===== config.mk =====
export PLATFORM = sky130hd
export DESIGN_NAME = access_controller_flat
export DESIGN_NICKNAME = d
export VERILOG_FILES = /design/src/rtl/access_controller_pkg.sv /design/src/rtl/access_controller_if.sv /design/src/rtl/access_timer.sv /design/src/rtl/access_controller.sv /design/src/flat_wrapper.sv
export SDC_FILE = /design/constraint.sdc
export NUM_CORES = 1
export LEC_CHECK = 0
export BUFFER_PORTS_ARGS = -buffer_cell sky130_fd_sc_hd__buf_4
export CAP_MARGIN = 20
export CORE_MARGIN = 3
export CORE_UTILIZATION = 55
export CTS_CLUSTER_SIZE = 30
export DETAILED_ROUTE_END_ITERATION = 6
export GPL_ROUTABILITY_DRIVEN = 1
export MAX_ROUTING_LAYER = met4
export PLACE_DENSITY = 0.91
export SLEW_MARGIN = 20
export SYNTH_ARGS = -nofsm -noshare
export SYNTH_HDL_FRONTEND = slang
export SYNTH_SLANG_ARGS = --single-unit

===== constraint.sdc =====
create_clock -name clk -period 2.5 [get_ports clk]
set_input_delay 0.25 -clock clk [delete_from_list [all_inputs] [get_ports clk]]
set_output_delay 0.25 -clock clk [all_outputs]
set_load 0.005 [all_outputs]

===== src/rtl/access_controller_pkg.sv =====
// Shared types and constants for the keycard/PIN access controller.
package access_pkg;

  localparam int unsigned STATE_W = 3;

  localparam int unsigned DEF_PIN_DIGITS    = 4;
  localparam int unsigned DEF_DIGIT_W       = 4;
  localparam int unsigned DEF_MAX_TRIES     = 3;
  localparam int unsigned DEF_ENTRY_CYCLES  = 1000;
  localparam int unsigned DEF_UNLOCK_CYCLES = 500;

  typedef enum logic [STATE_W-1:0] {
    ST_LOCKED   = 3'd0,
    ST_ENTRY    = 3'd1,
    ST_UNLOCKED = 3'd2,
    ST_ALARM    = 3'd3
  } state_t;

  function automatic int unsigned max_u(input int unsigned a, input int unsigned b);
    return (a > b) ? a : b;
  endfunction

  // One timer serves both entry and unlock phases, so it is sized for the longer one.
  function automatic int unsigned timer_width(input int unsigned entry_cycles,
                                              input int unsigned unlock_cycles);
    return $clog2(max_u(entry_cycles, unlock_cycles) + 1);
  endfunction

endpackage


===== src/rtl/access_controller_if.sv =====
// Front-end / actuator signal bundle for the access controller.
interface access_controller_if #(
  parameter int unsigned PIN_DIGITS = access_pkg::DEF_PIN_DIGITS,
  parameter int unsigned DIGIT_W    = access_pkg::DEF_DIGIT_W,
  parameter int unsigned MAX_TRIES  = access_pkg::DEF_MAX_TRIES
);
  import access_pkg::*;

  localparam int unsigned FAIL_W = $clog2(MAX_TRIES + 1);

  logic                          kc;
  logic                          digit_valid;
  logic [DIGIT_W-1:0]            digit;
  logic [PIN_DIGITS*DIGIT_W-1:0] pin_code;
  logic                          arm;
  logic                          alarm_clr;
  logic                          lock;
  logic                          al;
  logic [STATE_W-1:0]            state;
  logic [FAIL_W-1:0]             fail_cnt;

  modport master (
    output kc, digit_valid, digit, pin_code, arm, alarm_clr,
    input  lock, al, state, fail_cnt
  );

  modport slave (
    input  kc, digit_valid, digit, pin_code, arm, alarm_clr,
    output lock, al, state, fail_cnt
  );

endinterface


===== src/rtl/access_timer.sv =====
// Loadable down-counter; flags expiry while holding 1, stops at 0.
module access_timer #(
  parameter int unsigned WIDTH = 10
) (
  input  logic             clk,
  input  logic             rst_n,
  input  logic             load,
  input  logic [WIDTH-1:0] load_val,
  output logic             expired
);

  logic [WIDTH-1:0] cnt;

  // Count down from the loaded value; a load always overrides the decrement.
  always_ff @(posedge clk or negedge rst_n) begin
    if (!rst_n) begin
      cnt <= '0;
    end else if (load) begin
      cnt <= load_val;
    end else if (cnt != '0) begin
      cnt <= cnt - WIDTH'(1);
    end
  end

  assign expired = (cnt == WIDTH'(1));

endmodule


===== src/rtl/access_controller.sv =====
// Keycard + PIN sequencing controller driving door lock and alarm with lockout.
module access_controller
  import access_pkg::*;
#(
  parameter int unsigned PIN_DIGITS    = DEF_PIN_DIGITS,
  parameter int unsigned DIGIT_W       = DEF_DIGIT_W,
  parameter int unsigned MAX_TRIES     = DEF_MAX_TRIES,
  parameter int unsigned ENTRY_CYCLES  = DEF_ENTRY_CYCLES,
  parameter int unsigned UNLOCK_CYCLES = DEF_UNLOCK_CYCLES
) (
  input  logic clk,
  input  logic rst_n,
  access_controller_if.slave bus
);

  localparam int unsigned PIN_W  = PIN_DIGITS * DIGIT_W;
  localparam int unsigned FAIL_W = $clog2(MAX_TRIES + 1);
  localparam int unsigned CNT_W  = $clog2(PIN_DIGITS + 1);
  localparam int unsigned TMR_W  = timer_width(ENTRY_CYCLES, UNLOCK_CYCLES);

  state_t             state_q, state_d;
  logic [PIN_W-1:0]   shift_q, shift_d;
  logic [CNT_W-1:0]   count_q, count_d;
  logic [FAIL_W-1:0]  fail_q, fail_d;
  logic               lock_q, al_q;

  logic [PIN_W-1:0]   shifted;
  logic               last_digit;
  logic [FAIL_W-1:0]  fail_inc;
  logic               fail_attempt;
  logic               tmr_load;
  logic [TMR_W-1:0]   tmr_val;
  logic               tmr_expired;

  access_timer #(
    .WIDTH (TMR_W)
  ) u_timer (
    .clk      (clk),
    .rst_n    (rst_n),
    .load     (tmr_load),
    .load_val (tmr_val),
    .expired  (tmr_expired)
  );

  assign shifted    = (shift_q << DIGIT_W) | PIN_W'(bus.digit);
  assign last_digit = (count_q == CNT_W'(PIN_DIGITS - 1));
  assign fail_inc   = (fail_q == FAIL_W'(MAX_TRIES)) ? fail_q : fail_q + FAIL_W'(1);

  // Next-state logic: priorities are kc > completing digit > entry timeout > partial digit.
  always_comb begin
    state_d      = state_q;
    shift_d      = shift_q;
    count_d      = count_q;
    fail_d       = fail_q;
    fail_attempt = 1'b0;
    tmr_load     = 1'b0;
    tmr_val      = '0;

    case (state_q)
      ST_LOCKED: begin
        if (bus.kc) begin
          state_d  = ST_ENTRY;
          shift_d  = '0;
          count_d  = '0;
          tmr_load = 1'b1;
          tmr_val  = TMR_W'(ENTRY_CYCLES);
        end
      end

      ST_ENTRY: begin
        if (bus.kc) begin
          shift_d  = '0;
          count_d  = '0;
          tmr_load = 1'b1;
          tmr_val  = TMR_W'(ENTRY_CYCLES);
        end else if (bus.digit_valid && last_digit) begin
          if (shifted == bus.pin_code) begin
            state_d  = ST_UNLOCKED;
            shift_d  = '0;
            count_d  = '0;
            fail_d   = '0;
            tmr_load = 1'b1;
            tmr_val  = TMR_W'(UNLOCK_CYCLES);
          end else begin
            fail_attempt = 1'b1;
          end
        end else if (tmr_expired) begin
          fail_attempt = 1'b1;
        end else if (bus.digit_valid) begin
          shift_d = shifted;
          count_d = count_q + CNT_W'(1);
        end
      end

      ST_UNLOCKED: begin
        if (bus.arm || tmr_expired) begin
          state_d  = ST_LOCKED;
          tmr_load = 1'b1;
        end
      end

      ST_ALARM: begin
        if (bus.alarm_clr) begin
          state_d = ST_LOCKED;
          fail_d  = '0;
        end
      end

      default: begin
        state_d = ST_LOCKED;
      end
    endcase

    // Mismatch and timeout share one failure path; the timer is parked at 0 on exit.
    if (fail_attempt) begin
      fail_d   = fail_inc;
      shift_d  = '0;
      count_d  = '0;
      tmr_load = 1'b1;
      tmr_val  = '0;
      state_d  = (fail_inc == FAIL_W'(MAX_TRIES)) ? ST_ALARM : ST_LOCKED;
    end
  end

  // State, datapath and registered outputs; outputs are decoded from the next state.
  always_ff @(posedge clk or negedge rst_n) begin
    if (!rst_n) begin
      state_q <= ST_LOCKED;
      shift_q <= '0;
      count_q <= '0;
      fail_q  <= '0;
      lock_q  <= 1'b1;
      al_q    <= 1'b0;
    end else begin
      state_q <= state_d;
      shift_q <= shift_d;
      count_q <= count_d;
      fail_q  <= fail_d;
      lock_q  <= (state_d != ST_UNLOCKED);
      al_q    <= (state_d == ST_ALARM);
    end
  end

  assign bus.lock     = lock_q;
  assign bus.al       = al_q;
  assign bus.state    = state_q;
  assign bus.fail_cnt = fail_q;

endmodule


===== src/flat_wrapper.sv =====
// flat-port wrapper written by rule: the top's interface ports become plain ports
module access_controller_flat import access_pkg::*;
#(
  parameter int unsigned PIN_DIGITS    = DEF_PIN_DIGITS,
  parameter int unsigned DIGIT_W       = DEF_DIGIT_W,
  parameter int unsigned MAX_TRIES     = DEF_MAX_TRIES,
  parameter int unsigned ENTRY_CYCLES  = DEF_ENTRY_CYCLES,
  parameter int unsigned UNLOCK_CYCLES = DEF_UNLOCK_CYCLES
)
  (clk, rst_n, bus_kc, bus_digit_valid, bus_digit, bus_pin_code, bus_arm, bus_alarm_clr, bus_lock, bus_al, bus_state, bus_fail_cnt);
  access_controller_if #(.PIN_DIGITS(PIN_DIGITS), .DIGIT_W(DIGIT_W), .MAX_TRIES(MAX_TRIES)) bus_i ();
  input  logic clk;
  input  logic rst_n;
  input wire logic [$bits(bus_i.kc)-1:0] bus_kc;
  input wire logic [$bits(bus_i.digit_valid)-1:0] bus_digit_valid;
  input wire logic [$bits(bus_i.digit)-1:0] bus_digit;
  input wire logic [$bits(bus_i.pin_code)-1:0] bus_pin_code;
  input wire logic [$bits(bus_i.arm)-1:0] bus_arm;
  input wire logic [$bits(bus_i.alarm_clr)-1:0] bus_alarm_clr;
  output wire logic [$bits(bus_i.lock)-1:0] bus_lock;
  output wire logic [$bits(bus_i.al)-1:0] bus_al;
  output wire logic [$bits(bus_i.state)-1:0] bus_state;
  output wire logic [$bits(bus_i.fail_cnt)-1:0] bus_fail_cnt;
  assign bus_i.kc = bus_kc;
  assign bus_i.digit_valid = bus_digit_valid;
  assign bus_i.digit = bus_digit;
  assign bus_i.pin_code = bus_pin_code;
  assign bus_i.arm = bus_arm;
  assign bus_i.alarm_clr = bus_alarm_clr;
  assign bus_lock = bus_i.lock;
  assign bus_al = bus_i.al;
  assign bus_state = bus_i.state;
  assign bus_fail_cnt = bus_i.fail_cnt;
  access_controller #(.PIN_DIGITS(PIN_DIGITS), .DIGIT_W(DIGIT_W), .MAX_TRIES(MAX_TRIES), .ENTRY_CYCLES(ENTRY_CYCLES), .UNLOCK_CYCLES(UNLOCK_CYCLES)) u_core (.clk(clk), .rst_n(rst_n), .bus(bus_i));
endmodule

## Yosys cells after proc, flatten, opt, wreduce, memory -nomap -nowiden

Index checks and enable logic that the tools add are counted.

- Input port bits: 26
- Word-level logic and storage cells: 90
- Bits in registers: 32

- Mux-type cells: 52
- Add/subtract/negate cells: 3
- Eq/ne operators: 18
- Bitwise gates (word level): 1
- Reduce and logical (&&, ||, !) cells: 9

Operator list:

| cell | count |
|---|---|
| $mux 12 | 7 |
| $mux 10 | 6 |
| $mux 3 | 14 |
| $pmux 12 s2 | 1 |
| $pmux 10 s2 | 1 |
| $eq 16x16->1 | 1 |
| $or 16x4->16 | 1 |
| $mux 2 | 7 |
| $eq 3x2->1 const B | 4 |
| $ne 3x2->1 const B | 4 |
| $pmux 3 s4 | 1 |
| $mux 1 | 11 |
| $eq 10x1->1 const B | 1 |
| $ne 5x4->1 const B | 2 |
| $reduce_and 5->1 | 2 |
| $reduce_bool 10->1 | 1 |
| $sub 10x1->10 const B | 1 |
| $mux 9 | 1 |
| $ne 3x1->1 const B | 2 |
| $pmux 3 s2 | 1 |
| $reduce_bool 3->1 | 2 |
| $ne 5x3->1 const B | 1 |
| $eq 2x2->1 const B | 2 |
| $pmux 2 s2 | 1 |
| other kinds (8) | 8 |

## Depth between registers and ports, before layout

Gate-level depths: netlist of run 1.

- Depth after elaboration: 8
- Depth in mapped cells: 9
- Mapped depth without buffers: 7

## By module

From an unflattened synthesis of run 1, not the netlist that was laid out.

- Cells, all modules: 173
- Area, all modules: 1,828.0 µm²

Modules (own cells, without submodules):

| module | times used | cells each | seq. area each (µm²) | area an instance (µm²) |
|---|---|---|---|---|
| access_controller | 1 | 110 | 551.8 | 1,207.4 |
| access_timer | 1 | 63 | 250.2 | 620.6 |

## Least setup slack after synthesis of run 1

OpenSTA, ideal clock, no wires.

- Path type: flip-flop to flip-flop
- Start point: register u_core.shift_q[1]
- End point: register u_core.u_timer.cnt[0]
- Data required time: 2,380 ps
- Cell stages (with the launch flop): 7
- Slack: 585 ps
- Arrival: 1,795 ps
- Path through: dfrtp_1 xor2_1 nor4_1 nand3_1 o41a_1 and3_4 and2_2

- Word-level cells in the longest chain between the ends: 8
- Elaborated cells on any way between the ends: 14
- Classes of those cells: eq/ne (1); mux (11); bitwise (1); reduce/logical (1)

RTL lines:

| what | line | text |
|---|---|---|
| from (decl) | access_controller.sv:22 | `logic [PIN_W-1:0] shift_q, shift_d;` |
| from (signal assigned) | access_controller.sv:136 | `shift_q <= shift_d;` |
| $or 16x4->16 * | access_controller.sv:45 | `assign shifted = (shift_q << DIGIT_W) \| PIN_W'(bus.digit);` |
| $eq 16x16->1 * | access_controller.sv:77 | `if (shifted == bus.pin_code) begin` |
| $mux 1 | access_controller.sv:77 |  |
| $mux 1 | access_controller.sv:76 | `end else if (bus.digit_valid && last_digit) begin` |
| $mux 1 | access_controller.sv:71 | `if (bus.kc) begin` |
| $pmux 1 s3 or $mux 1 (tied branches) | access_controller.sv:59 | `case (state_q)` |
| $mux 1 or $mux 10 (tied branches) | access_controller.sv:115 | `if (fail_attempt) begin` |
| $mux 10 or $reduce_bool 2->1 (tied branches) | n/a |  |
| to (signal assigned) | access_timer.sv:19 | `cnt <= load_val;` |
| to (signal assigned) | access_timer.sv:21 | `cnt <= cnt - WIDTH'(1);` |
| to (decl) | access_timer.sv:12 | `logic [WIDTH-1:0] cnt;` |

Mark *: on every way between the ends. The rest lies on a longest branch, timed or not.
A chain may end at the register's enable or synchronous reset.

## Worst setup path in the final report of run 1

- Start point: register u_core.shift_q[4]
- End point: register u_core.u_timer.cnt[3]

Same word-level chain as after synthesis.

==> impl_metrics.tcl, run 1 <==
set metrics [dict create \
    status "finished, final reports clean" \
    post_cts_buffers 0 \
    cts_tree "yes" \
    synth_most_common_cell "dfrtp_1" \
    numCtsBuffers 5 \
    synthCells 178 \
    yosys.area.top_type "dfrtp_1" \
    ir_worst_vdd_mv 0.3448 \
    critical_path_arrival_ns 2.47 \
    rr_startpoint "u_core.shift_q[4]$_DFFE_PN0P_" \
    fillCellCount 220 \
    cap_violations 0 \
    drtIter0Drc 102 \
    synth_ff_type "dfrtp_1" \
    h-tree-depth 2 \
    grt_pass1_vias 1524 \
    hold_path.class "input pin to flip-flop" \
    finalCoreUtilization 0.7338 \
    power_density_nw_per_um2 575.6 \
    fin_crit_ns 2.236 \
    clock_skew_ns 0.008763 \
    power_leakage_nw 1.003 \
    rsz0062_at_grt "false" \
    critPathRequiredTime_ns 2.74 \
    regToRegSetupSlack_ns 0.26 \
    vias_per_cell 5.716 \
    reg2reg_depth 6 \
    clk_pin_slew_ns 0.09 \
    dr_total_vias 1469 \
    critPathKind "flip-flop to flip-flop" \
    synth.net_count 208 \
    synthTopCellsByArea "dfrtp_1 (44%), xor2_1 (9.0%), a22oi_1 (6.4%), nor2_1 (4.5%), nand2_1 (3.0%)" \
    ys_seq_elements 32 \
    worst_pin_slew_ns 0.6215 \
    crit_path_start "u_core.shift_q[4]$_DFFE_PN0P_" \
    fin_crit_sh 0.8943 \
    yosysTopAreaCellShare 0.4416 \
    hpwl_um 2877 \
    avgSynthCellArea_um2 9.869 \
    grt_max_degree 33 \
    synth_edf_count 0 \
    fmaxAchievable_ghz 0.4473 \
    clock_sinks 32 \
    die_y_um 62.52 \
    tns_ns 0 \
    postPlaceCellArea_um2 2051 \
    r2r_end "u_core.u_timer.cnt[3]$_DFFE_PN0P_" \
    min_from "bus_digit[1]" \
    ys_top_cells_by_count "dfrtp_1 (31), nor2_1 (21), xor2_1 (18)" \
    finalMaxSlewViolations 0 \
    avgRoutedWirePerCell_um 14.74 \
    antenna_found_initial 0 \
    start_util 0.6057 \
    stdcell_area_um2 2128 \
    core_area_um2 2900 \
    drc 0 \
    diodes 0 \
    finalSetupViolCount 0 \
    start_kind "flip-flop" \
    area_delta_synth_final_pct 21.15 \
    postSynth.asyncResetShare 1.000 \
    die_w_um 62.52 \
    critPathCaptureType "flip-flop" \
    num-nets-final 245 \
    clk_latency_ns 0.33 \
    wl_um 3789 \
    holdPathStages 3 \
    cp_top_family "compound AO/OA/AOI/OAI gates" \
    slew_headroom 0.5838 \
    synth_cell_types 43 \
    cts_buffer_depth 2 \
    placementRows 19 \
    netlist_area_um2 1757 \
    dr.pass1.iters 4 \
    cts_root_buf "clkbuf_4" \
    crit_path_max_incr_delay_ns 0.53 \
    crit_buf_inv 0 \
    hold_violations 0 \
    pin_count 33 \
    track_usage 0.2253 \
    crit_slowest_cell "o21ai_1" \
    port_buffers 32 \
    yosysWarnings 0 \
    hold_path_end "u_core.shift_q[1]$_DFFE_PN0P_" \
    overflow 0 \
    gp_congestion 0.9474 \
    antenna_left 0 \
    path_max_fanout 8 \
    grt_pass1_wl_um 6872 \
    crit_chain "xor2_1 -> nor4_1 -> nand3_1 -> o21ai_1 -> nand3_2 -> o31ai_1" \
    drive_gt1_frac 0.2512 \
    seq_area_frac_synth 0.4566 \
    die-area_um2 3908 \
]
## placed cells by master, fill, tap and decap left out, drive strengths merged, types with 2 or more instances in the layout
master,Yosys,layout
nor2,21,21
o41a,2,2
xnor2,6,6
nor4,7,7
ha,4,4
o21ai,9,9
xor2,18,18
dfrtp,31,31
nand3,5,5
and3,3,3
clkbuf,5,7
a22oi,15,15
nand2,14,14
nor3b,2,2
nor3,4,4
inv,6,6
o31ai,2,2
nor2b,2,2
buf,2,36
or3,2,2
nand4,2,2
## repair_timing
| item | 4_1_cts | 5_1_grt |
|---|---|---|
| gates resized for setup | 0 | 0 |
| hold buffers | 1 | 0 |
| hold endpoints to repair | 31 | 0 |
## where the power goes
group / leakage [nW] / internal [mW] / switching (mW)
clock: 0.0374 / 0.159 / 0.172
sequential: 0.395 / 0.570 / 0.0680
combinational: 0.571 / 0.127 / 0.128
total: 1.00 / 0.857 / 0.368
## sequential cells by signal, summed over array words and instances, names as in the netlist
register	flops
u_core.shift_q	12
u_core.bus.al	1
u_core.bus.fail_cnt	2
u_core.u_timer.cnt	10
u_core.bus.lock	1
u_core.bus.state	3
u_core.count_q	3
## worst min-delay path, stage by stage
cell,delay (ns)
buf_4,0.09
a22oi_1,0.05
nor2_1,0.08
## cells by family (layout without fill, tap and decap cells)
kind of cell	Yosys count	in the layout	share of synthesized area
and+or+nand+nor	66	66	0.2023
AOI/OAI and AO/OA	36	36	0.1496
other	1	1	0.002135
muxes	2	2	0.01211
DFF	32	32	0.4566
buffers and inverters	13	50	0.02920
adders and majority gates	4	4	0.02849
xor gates and xnor gates	24	24	0.1197
## through the flow
step | instances | setup slack (ns) | hold WS, ns | power [mW]
2_1_floorplan | 178 | 0.5846 | -0.04559 | 0.7961
3_3_place_gp | 249 | 0.2586 | 0.2031 | 0.8794
3_5_place_dp | 249 | 0.1720 | 0.2128 | 0.8976
4_1_cts | 257 | 0.1560 | 0.1723 | 1.230
5_1_grt | 257 | 0.03413 | 0.1822 | 1.303
6_report | 257 | 0.2641 | 0.1869 | 1.225
## layout make-up
class | instances | area [µm²] | area share
multi-input combinational | 133 | 905.9 | 0.4256
clock buffer | 7 | 65.06 | 0.03057
inverter | 6 | 22.52 | 0.01058
tap | 42 | 52.55 | 0.02469
timing repair buffer | 37 | 280.3 | 0.1317
sequential | 32 | 802.0 | 0.3768
## metal layers
layer	vias to the layer above	routed length, µm	GRT usage
met2	55	1870	0.3555
met4	0	54	0.09091
met3	7	219	0.04856
met5	-	0	-
li1	702	-	-
met1	705	1645	0.2824
## worst max-delay path by stage
| stage | end | slack, ns | cells past startpoint |
|---|---|---|---|
| 6_report | u_core.u_timer.cnt[3]$_DFFE_PN0P_ | 0.26 | 6 |
| 5_1_grt | u_core.u_timer.cnt[9]$_DFFE_PN0P_ | 0.03 | 6 |
| 4_1_cts | u_core.bus.state[0]$_DFF_PN0_ | 0.16 | 5 |
| 3_5_place_dp | u_core.bus.state[0]$_DFF_PN0_ | 0.17 | 5 |
| 3_3_place_gp | u_core.bus.state[0]$_DFF_PN0_ | 0.26 | 5 |
| 2_1_floorplan | u_core.u_timer.cnt[0]$_DFFE_PN0P_ | 0.58 | 6 |
No activity file was read; power rests on OpenSTA's default activity.
==> inputs of run 2 (changes only) <==
--- a/config.mk
+++ b/config.mk
@@ -8,12 +8,12 @@
 export BUFFER_PORTS_ARGS = -buffer_cell sky130_fd_sc_hd__buf_4
 export CAP_MARGIN = 20
 export CORE_MARGIN = 3
-export CORE_UTILIZATION = 55
+export CORE_UTILIZATION = 40
 export CTS_CLUSTER_SIZE = 30
 export DETAILED_ROUTE_END_ITERATION = 6
 export GPL_ROUTABILITY_DRIVEN = 1
 export MAX_ROUTING_LAYER = met4
-export PLACE_DENSITY = 0.91
+export PLACE_DENSITY = 0.73
 export SLEW_MARGIN = 20
 export SYNTH_ARGS = -nofsm -noshare
 export SYNTH_HDL_FRONTEND = slang
==> run 2 against run 1 <==
  * Critical path type unchanged
  * Sequential power hardly changed
  * Total power grew 2.3%
  * Critical endpoint unchanged
  * Design area up 0.24%
  * Clock skew decreased by 0.0060 ns
==> impl_metrics.tcl, run 2 (same netlist as run 1, synthesis figures left out) <==
set metrics [dict create \
    stdcell_area_um2 2133 \
    final_common_cell "buf_4" \
    dr_total_vias 1410 \
    finalMaxSlewViolations 0 \
    cts_tree "yes" \
    critPathCaptureType "flip-flop" \
    finalCoreUtilization 0.5184 \
    fin_crit_ns 2.225 \
    cts_buffer_depth 2 \
    cts_root_buf "clkbuf_8" \
    vias_per_cell 5.361 \
    die-area_um2 5223 \
    p_int_mw 0.8847 \
    finalSetupViolCount 0 \
    dr.pass1.iters 4 \
    power_leakage_nw 0.9971 \
    post_cts_resized 0 \
    worst_pin_slew_ns 0.5676 \
    dp_slack_ns 0.2847 \
    drc 0 \
    tns_ns 0 \
    grt_max_degree 33 \
    core_area_um2 4115 \
    ir_worst_vdd_mv 0.4249 \
    rr_startpoint "u_core.count_q[0]$_DFFE_PN0P_" \
    r2r_end "u_core.u_timer.cnt[3]$_DFFE_PN0P_" \
    wl_um 3836 \
    finalWorstSetupSlack_ns 0.2753 \
    path_max_fanout 8 \
    start_util 0.4269 \
    port_buffers 32 \
    reg_top3 "u_core.shift_q x12, u_core.u_timer.cnt x10" \
    rsz0062_at_grt "false" \
    status "finished, final reports clean" \
    holdPathStages 3 \
    avgRoutedWirePerCell_um 14.59 \
    reg2reg_depth 7 \
    final_cells 263 \
    postPlaceCellArea_um2 2046 \
    die_y_um 72.27 \
    power_density_nw_per_um2 587.4 \
    largest-register "u_core.shift_q" \
    dp_cells 255 \
    gp_congestion 0.8563 \
    clk_pin_slew_ns 0.06 \
    swShare 0.2940 \
    hold_path_end "u_core.shift_q[2]$_DFFE_PN0P_" \
    hpwl_um 2884 \
    placementRows 23 \
    drtIter0Drc 65 \
    slew_headroom 0.6191 \
    start_kind "flip-flop" \
    h-tree-depth 2 \
    cap_violations 0 \
    critPathRequiredTime_ns 2.69 \
    pwr-share-seq 0.509 \
    overflow 0 \
    min_from "bus_digit[2]" \
    area_delta_synth_final_pct 21.44 \
    regToRegSetupSlack_ns 0.28 \
    clock_skew_ns 0.002800 \
    antenna_found_initial 0 \
    pwr-share-clk 0.293 \
    clk_latency_ns 0.28 \
    grt_pass1_vias 1386 \
    numCtsBuffers 5 \
    largest_reg_flops 12 \
    layout_common_cells "buf_4 (34), dfrtp_1 (31), nor2_1 (21)" \
    hold_violations 0 \
    critical_path_arrival_ns 2.42 \
    hold_path.class "input pin to flip-flop" \
    track_usage 0.1659 \
    switchingPower_mw 0.3684 \
    die_w_um 72.27 \
    fmaxAchievable_ghz 0.4495 \
    antenna_left 0 \
    power_frac_comb 0.198 \
    clock_sinks 32 \
    fin_crit_sh 0.8899 \
    diodes 0 \
    drive_gt1_frac 0.2347 \
    critPathKind "flip-flop to flip-flop" \
    num-nets-final 243 \
    grt_pass1_wl_um 6368 \
    pin_count 33 \
]
run 2: metrics by stage:
| stage | power [mW] | hold slack, ns |
|---|---|---|
| floorplan | 0.7961 | -0.04559 |
| global placement | 0.8914 | 0.2070 |
| detailed placement | 0.8935 | 0.2082 |
| CTS | 1.264 | 0.2277 |
| global route | 1.335 | 0.2503 |
| finish | 1.253 | 0.2307 |
run 2: layer usage:
layer / part of all wire / vias to the layer above / track usage
li1: - / 694 / -
met2: 0.48 / 37 / 0.2376
met5: 0 / - / -
met4: 0.023 / 0 / 0.09186
met1: 0.45 / 669 / 0.2085
met3: 0.049 / 10 / 0.04986
run 2: area by class of cell:
cell class	count	area, µm²
sequential	32	802.0
multi-input combinational	133	903.4
tap	50	62.56
clock inverter	1	5.005
inverter	6	22.52
timing repair buffer	35	265.3
clock buffer	6	72.57
fill	389	1982
run 2: worst max path at each step:
stage	startpoint	endpoint	slack, ns	cells past startpoint
4_1_cts	u_core.count_q[0]$_DFFE_PN0P_	u_core.u_timer.cnt[3]$_DFFE_PN0P_	0.27	7
3_5_place_dp	u_core.count_q[0]$_DFFE_PN0P_	u_core.u_timer.cnt[3]$_DFFE_PN0P_	0.28	7
6_report	u_core.count_q[0]$_DFFE_PN0P_	u_core.u_timer.cnt[3]$_DFFE_PN0P_	0.28	7
2_1_floorplan	u_core.shift_q[1]$_DFFE_PN0P_	u_core.u_timer.cnt[0]$_DFFE_PN0P_	0.58	6
3_3_place_gp	u_core.shift_q[1]$_DFFE_PN0P_	u_core.u_timer.cnt[9]$_DFFE_PN0P_	0.43	6
5_1_grt	u_core.count_q[0]$_DFFE_PN0P_	u_core.u_timer.cnt[5]$_DFFE_PN0P_	0.009	7
run 2: power groups by stage:
stage	sequential, mW	combinational, mW	clock [mW]
2_1_floorplan	0.634	0.162	0
3_3_place_gp	0.643	0.248	0
3_5_place_dp	0.646	0.248	0
4_1_cts	0.636	0.252	0.375
5_1_grt	0.645	0.288	0.401
6_report	0.638	0.248	0.367
run 2: critical path, cell delays in order (launching register included):
cell      delay [ns]
dfrtp_1         0.38
ha_1            0.18
nand3b_1        0.16
nor3_1          0.23
nand3_1         0.18
o21ai_1         0.50
nand3_2         0.22
o31ai_1         0.27
run 2: what timing repair did:
item | CTS | global route
setup buffers | 0 | 0
hold buffers | 1 | 0
hold endpoints to repair | 31 | 0
==> inputs of run 3 (changes only) <==
--- a/config.mk
+++ b/config.mk
@@ -13,8 +13,9 @@
 export DETAILED_ROUTE_END_ITERATION = 6
 export GPL_ROUTABILITY_DRIVEN = 1
 export MAX_ROUTING_LAYER = met4
-export PLACE_DENSITY = 0.73
+export PLACE_DENSITY = 0.72
 export SLEW_MARGIN = 20
 export SYNTH_ARGS = -nofsm -noshare
 export SYNTH_HDL_FRONTEND = slang
+export SYNTH_HIERARCHICAL = 1
 export SYNTH_SLANG_ARGS = --single-unit
==> run 3 against run 2 <==
  * Combinational power is 120% higher
  * Critical endpoint is now u_core/u_timer/cnt[1]$_DFFE_PN0P_
  * Sequential share of layout area fell by 2.2 points
  * Largest power group unchanged
  * Largest cell class unchanged
  * Critical path depth is 1 higher
  * Critical path type unchanged
==> impl_metrics.tcl, run 3 <==
set metrics [dict create \
    gp_congestion 0.8109 \
    fmaxAchievable_ghz 0.4247 \
    synthCells 173 \
    track_usage 0.1630 \
    layout_common_cells "buf_4 (37), dfrtp_1 (31), nor2_1 (13), xnor2_1 (13), nand2_1 (12)" \
    diodes 0 \
    postSynth.asyncResetShare 1.000 \
    cap_violations 0 \
    reg2reg_depth 8 \
    drtIter0Drc 43 \
    tns_ns 0 \
    power_leakage_nw 0.9944 \
    crit_path_max_incr_delay_ns 0.43 \
    area_delta_synth_final_pct 24.02 \
    synth_most_common_cell "dfrtp_1" \
    hold_path.class "input pin to flip-flop" \
    hold_violations 0 \
    largest_reg_flops 12 \
    crit_buf_inv 1 \
    start_kind "flip-flop" \
    antenna_found_initial 0 \
    finalMaxSlewViolations 0 \
    hpwl_um 2777 \
    avgSynthCellArea_um2 10.57 \
    finalCoreUtilization 0.5396 \
    antenna_left 0 \
    grt_pass1_vias 1348 \
    yosysTopAreaCellShare 0.4244 \
    dr.pass1.iters 4 \
    critical_path_arrival_ns 2.52 \
    critPathCaptureType "flip-flop" \
    critPathKind "flip-flop to flip-flop" \
    die_w_um 73.60 \
    holdPathStages 2 \
    crit_slowest_cell "dfrtp_1" \
    core_area_um2 4202 \
    synth_cell_types 54 \
    whs_ns 0.1959 \
    dr_total_vias 1419 \
    cts_root_buf "clkbuf_8" \
    fin_crit_sh 0.9419 \
    start_util 0.4351 \
    ys_top_cells_by_count "dfrtp_1 (31), nor2_1 (13), xnor2_1 (13)" \
    final_common_cell "buf_4" \
    cts_tree "yes" \
    crit_chain "nor4_2 -> nand2_1 -> nor4b_4 -> nor2_1 -> o31a_1 -> o21bai_1 -> buf_4 -> mux2_2" \
    grt_pass1_wl_um 6465 \
    num-nets-final 244 \
    port_buffers 32 \
    finalSetupViolCount 0 \
    overflow 0 \
    synth_ff_type "dfrtp_1" \
    worst-path-stages 8 \
    die_y_um 73.60 \
    ys_seq_elements 32 \
    avgRoutedWirePerCell_um 14.36 \
    h-tree-depth 2 \
    pin_count 33 \
    die-area_um2 5417 \
    largest-register "u_core/shift_q" \
    wl_um 3820 \
    finalWorstSetupSlack_ns 0.1453 \
    drive_gt1_frac 0.3287 \
    dp_slack_ns -0.02807 \
    cts_buffer_depth 2 \
    cp_top_family "simple AND/OR/NAND/NOR gates" \
    clk_pin_slew_ns 0.06 \
    path_max_fanout 16 \
    netlist_area_um2 1828 \
    yosysWarnings 6 \
    synthTopCellsByArea "dfrtp_1 (42%), xnor2_1 (6.2%), a22o_2 (5.5%), xor2_1 (3.4%), a22o_1 (2.9%)" \
    status "finished, final reports clean" \
    numCtsBuffers 5 \
    yosys.area.top_type "dfrtp_1" \
    clk_latency_ns 0.29 \
    drc 0 \
    rsz0062_at_grt "false" \
    placementRows 23 \
    synth_edf_count 0 \
    reg_top3 "u_core/shift_q x12, u_core/u_timer/cnt x10" \
    grt_max_degree 33 \
    clock_sinks 32 \
    clock_skew_ns 0.004687 \
    power_density_nw_per_um2 739.0 \
    fin_crit_ns 2.355 \
    critPathRequiredTime_ns 2.67 \
    ir_worst_vdd_mv 0.2919 \
    seq_area_frac_synth 0.4387 \
    vias_per_cell 5.335 \
]
-- run 3: metrics by stage --
step / instance area (µm²) / cells / power, mW
floorplan: 1842 / 175 / 1.087
global placement: 2123 / 254 / 1.236
detailed placement: 2123 / 254 / 1.247
CTS: 2232 / 263 / 1.686
global route: 2267 / 266 / 1.796
finish: 2267 / 266 / 1.675
-- run 3: cell families (layout without fill, tap and decap cells) --
family,count (synthesis),count (layout),share of synthesized area
adders and majority gates,3,3,0.02054
other,1,3,0.002051
DFF,32,32,0.4387
AOI/OAI and AO/OA,46,46,0.2033
muxes,4,4,0.02396
xor gates and xnor gates,20,20,0.09583
and+or+nand+nor,56,56,0.1814
buffers and inverters,11,52,0.03422
-- run 3: final cells by class --
class / instances / area (µm²)
Inverter: 5 / 18.77
Tap cell: 50 / 62.56
Sequential cell: 32 / 802.0
Multi-Input combinational cell: 132 / 985.9
Clock buffer: 8 / 90.09
Timing Repair Buffer: 39 / 307.8
Fill cell: 374 / 1934
-- run 3: where the power goes --
part | leakage (nW) | switching [mW] | internal (mW)
Clock | 0.0455 | 0.189 | 0.224
Combinational | 0.524 | 0.252 | 0.285
Sequential | 0.425 | 0.119 | 0.606
Total | 0.994 | 0.560 | 1.12
-- run 3: worst reg2reg max path, delay by kind of cell, from the launching register on --
kind | cells | cell delay (ns)
AND/OR/NAND/NOR | 4 | 0.89
flip-flops | 1 | 0.43
AO/OA/AOI/OAI | 2 | 0.37
multiplexers | 1 | 0.35
buffers and inverters | 1 | 0.21
-- run 3: layer usage --
layer | vias to the layer above | wire [µm] | track usage
li1 | 717 | - | -
met1 | 660 | 1899 | 0.2196
met2 | 36 | 1673 | 0.2323
met3 | 6 | 181 | 0.04651
met4 | 0 | 65 | 0.06036
met5 | - | 0 | -
-- run 3: timing repair --
item                                    CTS  global route
pin swaps                                 0             3
resized for setup                         1             0
setup buffers                             0             3
cloned                                    0             0
endpoints found under the hold margin    31             0
hold buffers                              1             0
endpoints found under the setup margin    2             5
-- run 3: final timing paths --
path	startpoint	endpoint	slack (ns)
max in group asynchronous	rst_n	u_core/bus.lock$_DFF_PN1_	1.75
hold / removal	bus_digit[1]	u_core/shift_q[1]$_DFFE_PN0P_	0.20
hold reg to reg	u_core/count_q[2]$_DFFE_PN0P_	u_core/count_q[2]$_DFFE_PN0P_	0.48
setup reg to reg	u_core/u_timer/cnt[6]$_DFFE_PN0P_	u_core/u_timer/cnt[1]$_DFFE_PN0P_	0.15
setup / recovery	u_core/u_timer/cnt[6]$_DFFE_PN0P_	u_core/u_timer/cnt[1]$_DFFE_PN0P_	0.15
min in group asynchronous	rst_n	u_core/bus.state[1]$_DFF_PN0_	0.43
